$ cat src/rtl/sigmul_sched.sv
// sigmul_sched: one shift-and-add significand multiplier shared by two
// requesters under round-robin arbitration. Each product takes NSIG+1
// multiply steps and is returned on a single result channel tagged with
// the id of the requester that issued it.
module sigmul_sched #(
  parameter int unsigned NSIG = 10
) (
  input  logic                 clk,
  input  logic                 rst_n,
  input  logic                 req0_valid,
  output logic                 req0_ready,
  input  logic [NSIG:0]        req0_a,
  input  logic [NSIG:0]        req0_b,
  input  logic                 req1_valid,
  output logic                 req1_ready,
  input  logic [NSIG:0]        req1_a,
  input  logic [NSIG:0]        req1_b,
  output logic                 res_valid,
  input  logic                 res_ready,
  output logic [2*NSIG+1:0]    res_p,
  output logic                 res_id,
  output logic                 busy
);

  localparam int unsigned SW = NSIG + 1;
  localparam int unsigned PW = 2 * NSIG + 2;
  localparam int unsigned CW = $clog2(NSIG + 2);

  typedef enum logic [1:0] {IDLE, MUL, DONE} state_t;

  state_t          state, state_nx;
  logic [SW-1:0]   mcand, mplier;
  logic [PW-1:0]   acc;
  logic [CW-1:0]   cnt;
  logic            id, last;
  logic            grant0, grant1;
  logic            take0, take1;
  logic            step_last;

  // Round-robin grant: a lone valid wins; on contention the port other than last wins.
  always_comb begin
    grant0 = req0_valid & (~req1_valid | last);
    grant1 = req1_valid & (~req0_valid | ~last);
  end

  // Readies are gated by rst_n so nothing looks accepted while reset is held.
  assign req0_ready = rst_n & (state == IDLE) & grant0;
  assign req1_ready = rst_n & (state == IDLE) & grant1;
  assign take0      = req0_ready;
  assign take1      = req1_ready;
  assign step_last  = (cnt == CW'(NSIG));

  // State register.
  always_ff @(posedge clk or negedge rst_n) begin
    if (!rst_n) state <= IDLE;
    else        state <= state_nx;
  end

  // Next-state decode.
  always_comb begin
    state_nx = state;
    case (state)
      IDLE:    if (take0 | take1) state_nx = MUL;
      MUL:     if (step_last)     state_nx = DONE;
      DONE:    if (res_ready)     state_nx = IDLE;
      default:                    state_nx = IDLE;
    endcase
  end

  // Operand capture on accept, then one shift-and-add step per edge in MUL.
  always_ff @(posedge clk or negedge rst_n) begin
    if (!rst_n) begin
      mcand  <= '0;
      mplier <= '0;
      acc    <= '0;
      cnt    <= '0;
      id     <= 1'b0;
      last   <= 1'b1;
    end else begin
      case (state)
        IDLE: begin
          if (take0 | take1) begin
            mcand  <= take1 ? req1_a : req0_a;
            mplier <= take1 ? req1_b : req0_b;
            acc    <= '0;
            cnt    <= '0;
            id     <= take1;
            last   <= take1;
          end
        end
        MUL: begin
          if (mplier[0]) acc <= acc + (PW'(mcand) << cnt);
          mplier <= mplier >> 1;
          cnt    <= cnt + 1'b1;
        end
        default: ;
      endcase
    end
  end

  // Outputs come straight from registers; acc is frozen once in DONE.
  assign res_valid = (state == DONE);
  assign res_p     = acc;
  assign res_id    = id;
  assign busy      = (state != IDLE);

endmodule

$ cat config.mk
export PLATFORM = sky130hd
export DESIGN_NAME = sigmul_sched
export DESIGN_NICKNAME = d
export VERILOG_FILES = /design/src/rtl/sigmul_sched.sv
export SDC_FILE = /design/constraint.sdc
export NUM_CORES = 1
export LEC_CHECK = 0
export ABC_AREA = 1
export CORE_UTILIZATION = 30
export DETAILED_ROUTE_END_ITERATION = 8
export GPL_TIMING_DRIVEN = 0
export PLACE_DENSITY_LB_ADDON = 0.08
export SLEW_MARGIN = 15
export SYNTH_ARGS = -nofsm -noshare
export SYNTH_HDL_FRONTEND = slang
export SYNTH_SLANG_ARGS = --single-unit
$ cat constraint.sdc
create_clock -name clk -period 3.6 [get_ports clk]
set_clock_uncertainty 0.05 [all_clocks]
set_input_delay 0.54 -clock clk [delete_from_list [all_inputs] [get_ports clk]]
set_output_delay 0.54 -clock clk [all_outputs]
set_load 0.01 [all_outputs]
* Word-level counts from Yosys, hierarchy flattened
Cells that the tools add are included.
Storage, ports and cells: output and inout bits 27, input bits 49, register bits after elaboration 52, word-level logic and storage cells 48
Operators by class: mux-type cells 13, equal/unequal tests 7, $add $sub $neg 2, shift-type cells 1, bitwise gates (word level) 11, reductions and logical operators 7
Operators by type and width (number):
- $mux W22 | 2
- $pmux W22 S2 | 1
- $mux W11 | 3
- $add A22 B22 Y22 | 1
- $pmux W11 S2 | 1
- $shl A11 B4 Y22 | 1
- $pmux W4 S2 | 1
- $mux W2 | 3
- $pmux W2 S3 | 1
- $reduce_and A3 Y1 | 2
- $and A1 B1 Y1 | 5
- $add A4 B1 Y4 const B | 1
- $eq A4 B4 Y1 const B | 1
- $mux W4 | 1
- $ne A2 B1 Y1 const B | 2
- $ne A2 B2 Y1 const B | 2
- $reduce_and A2 Y1 | 2
- $reduce_bool A2 Y1 | 2
- $not A1 Y1 | 3
- $or A1 B1 Y1 | 3
- $eq A2 B1 Y1 const B | 1
- $eq A2 B2 Y1 const B | 1
- $logic_not A2 Y1 | 1

* Depth between registers and ports, before layout
depth in word-level cells 7, gate-level depth with buffers 23, mapped depth without buffers 22

* Least setup slack after synthesis
Ideal clock, no wire load.
path type register to register, start point register cnt[1], end point register acc[16] (netlist: res_p[16]), library setup time 0.118 ns, arrival 2.391 ns, buffers on the path 1, cell stages (with the launch flop) 17, clock period less this slack 2.559 ns, data required time 3.432 ns, slack 1.041 ns, cell sequence dfrtp_1 inv_1 clkbuf_1 nand2_1 nor2_1 inv_1 nor2_1 inv_1 fa_1 nor2_1 nor2_1 o21ai_0 nand3_1 nand2_1 nand2_1 nand3_1 nand2_1
Between the ends: word-level cells in the longest chain between the ends 4
Ends and longest elaborated chain:
- from (decl) | RTL line 34 | logic [CW-1:0] cnt;
- from (signal assigned) | RTL line 94 | cnt <= cnt + 1'b1;
- $shl A11 B4 Y22 | RTL line 92 | if (mplier[0]) acc <= acc + (PW'(mcand) << cnt);
- $add A22 B22 Y22 | RTL line 92
- $mux W22 | RTL line 92
- $pmux W22 S2 | RTL line 80 | case (state)
- to (signal assigned) | RTL line 92
- to (decl) | RTL line 33 | logic [PW-1:0] acc;
Every way passes these cells. The select of a mux whose other input is x is not followed. A chain may end at the register's enable or synchronous reset.

* Final worst setup path
start point register cnt[0], end point register acc[21] (netlist: res_p[21])
The elaborated chain is that of the path after synthesis.

==> reports/results.ini <==
[status]
status = completed

[cts]
cts.path.max_buffers = 2
htreeDepth = 2
cts_tree = done
ctsHoldBuffers = 0
cts_sinks = 52
root_buffer = clkbuf_16
clk_pin_slew_ps = 80
cts_buffers = 5
clkLatencyLatePin_ps = 300

[synthesis]
synth_most_common_cell = nand2_1
synthTopCellsByArea = dfrtp_1 30%, nand2_1 22%, ha_1 6.8%, nand3_1 6.0%, nor2_1 5.2%
yosys-top-cells-count = 244 x nand2_1, 58 x nor2_1, 57 x inv_1
synthArstFlopShare_pct = 100
yosys.area.top_type = dfrtp_1
yosys_most_used_dff = dfrtp_1
synth_top_area_share_pct = 30.2
yosysUniqueCellTypes = 39
synth_warnings = 0
ys_seq_area_share_pct = 30.8
ys_ff_latch = 52
synthCells = 654
synth_edf_count = 0
syn_area_per_cell_um2 = 6.46
synthesis.nets = 727
synth.cell_area_mm2 = 0.00422

[placed_design]
gp_congestion = 0.860
pre_cts_ws_ps = 270
port-buffer-count = 75
dp_hpwl_um = 10200
dpl_cell_area_mm2 = 0.00519
place_inst = 905

[global_routing]
grt_start_max_net_pins = 54
grt_pass1_vias = 4252
grt_remaining_overflow = 0
grt_pass1_wl_um = 20800
grt_use_total_pct = 18.3
antenna_found_initial = 0

[sta]
final_max_slew_viol_count = 0
tightest_slew_ps = 711
hold_slack_ps = 235
setup_slack_ps = 421
hold_viol_final = 0
min_period_ps = 3180
clock.fmax_mhz = 315
setup_viol = 0
max_slew_margin_pct = 52.6
post-route-period-util_pct = 88.3
rsz0062_at_grt = no

[finish]
drive_above_1_share_pct = 5.29
area_growth_pct = 26.4
stdcell_area_mm2 = 0.00534
stdcell_count = 913
nNetsFinal = 809
diodes = 0

[power_and_ir_drop]
p_seq_share_pct = 19.3
power.internal_uw = 2610
combPwrFrac_pct = 71.6
sw_frac_of_total_pct = 53.5
p_switching_uw = 3000
ir_drop_v = 0.000313
p_leak_uw = 0.00264
p_per_area_mw_per_mm2 = 1050
clockPowerShare_pct = 9.1

[setup_path]
start_kind = flip-flop
crit_fanout = 10
end_kind = flip-flop
crit_type = reg2reg
r2r-start = cnt[0]
r2r_setup_slack_ps = 420
ff2ff_path_depth = 19
rr_endpoint = res_p[21]
crit_required_ps = 3750
cp.arrival_ps = 3330

[floorplanning]
start_util_pct = 31.3
ios = 76
die_w_um = 121
placementRows = 42
core-area_mm2 = 0.0135
die_h_um = 121
dieArea_mm2 = 0.0146

[run]
maxCapViolCount = 0

[route]
dr.pass1.iters = 4
vias = 4399
drt_iter0_drc = 186
drc_errors = 0
wirelength_um = 12600
ant_nets = 0
wl_per_cell_um = 13.8
via_per_inst = 4.82

[hold_path]
worstHoldPathType = in2async

-- layout make-up --
class	count	area (µm²)
tap	176	220
buffer	24	113
timing repair buffer	75	748
sequential	52	1300
clock buffer	5	125
multi-input combinational	515	2570
clock inverter	3	21.3
inverter	63	239
fill	1465	8170
-- what timing repair did --
action | in CTS | in global routing
endpoints found under the hold margin | 0 | 0
buffers inserted | 0 | 0
resized for setup | 0 | 4
endpoints found under the setup margin | 0 | 3
-- per-stage QoR --
step | TNS, ps | power [µW] | util [%]
5_1_grt | 0 | 6240 | 39.5
2_1_floorplan | 0 | 3910 | -
3_5_place_dp | 0 | 5100 | 38.4
4_1_cts | 0 | 5630 | 39.5
3_3_place_gp | -45650 | 5080 | 38.5
6_report | 0 | 5610 | 39.5
-- logic make-up after synthesis --
family | count (synthesis) | synth area share (%)
simple gates | 381 | 37.7
compound gates | 99 | 13.5
buf+inv | 87 | 8.29
flops | 52 | 30.8
fa+ha+maj | 24 | 7.29
xor+xnor | 8 | 1.66
mux | 3 | 0.711
-- worst max path at each step --
stage,startpoint,end,slack (ps),cells after the start
2_1_floorplan,cnt[1],res_p[16],1040,16
3_3_place_gp,rst_n,req1_ready,-1540,7
3_5_place_dp,cnt[1],res_p[16],270,16
4_1_cts,cnt[1],res_p[16],250,16
5_1_grt,cnt[0],res_p[16],30,16
6_report,cnt[0],res_p[21],420,19
-- flip-flops by register name, indices dropped and copies added, names as in the netlist --
name    cells
cnt         4
last        1
mcand      11
mplier     11
res_id      1
res_p      22
state       2
-- power groups by stage --
stage	Sequential, µW	Combinational (µW)	Clock [µW]
after global routing	1130	4570	549
after CTS	1090	4020	527
final	1080	4020	509
after detailed placement	1100	4000	0
after floorplan	1080	2830	0
after global placement	1090	3980	0
-- critical path, cell delays in order (launching register included) --
cell and delay (ps):
dfrtp_1 430, inv_1 140, buf_2 230, nand2_1 70, nand2_1 90, nor2_1 40, a31oi_1 220, o21ai_0 150
o21ai_0 240, ha_1 330, nand2_1 140, inv_1 60, a21oi_1 260, nand2_1 100, nand2_1 80, nand2_1 50
nor2_1 190, nand2_1 80, nand3_1 70, nand2_1 60
-- metal layers --
metal  share of wire (%)  track usage, %  wire, µm  vias to the layer above
met4                 1.2            4.71       146                        0
met2                  48            32.7      6110                       99
met5                   0               0         0                        -
met1                  46            22.9      5860                     1978
met3                 4.0            2.59       511                       14
li1                    -               -         -                     2308
-- layout by cell type (no fill, tap or decap), types with 2 or more instances in the layout --
cell / synthesis / routed
clkdlybuf4s50_1: 0 / 74
nor2_1: 58 / 58
nand3_1: 51 / 51
o211ai_1: 10 / 10
dfrtp_1: 51 / 51
a31oi_1: 13 / 13
o21bai_1: 3 / 3
o21ai_0: 32 / 30
nand3b_1: 6 / 6
inv_1: 57 / 57
inv_2: 5 / 5
buf_4: 3 / 4
clkbuf_16: 0 / 5
nand2_1: 244 / 244
o22ai_1: 6 / 6
xor2_1: 3 / 3
nor3_1: 5 / 5
nand4_1: 4 / 4
nand2_2: 3 / 3
buf_2: 8 / 8
o21ai_1: 7 / 9
ha_1: 23 / 23
xnor2_1: 5 / 5
clkbuf_1: 10 / 9
buf_1: 3 / 3
or2_2: 2 / 2
o31ai_1: 4 / 4
nor2_2: 3 / 3
a21oi_1: 21 / 21
mux2i_1: 3 / 3
Note: power is estimated with default switching activity, not from simulation.
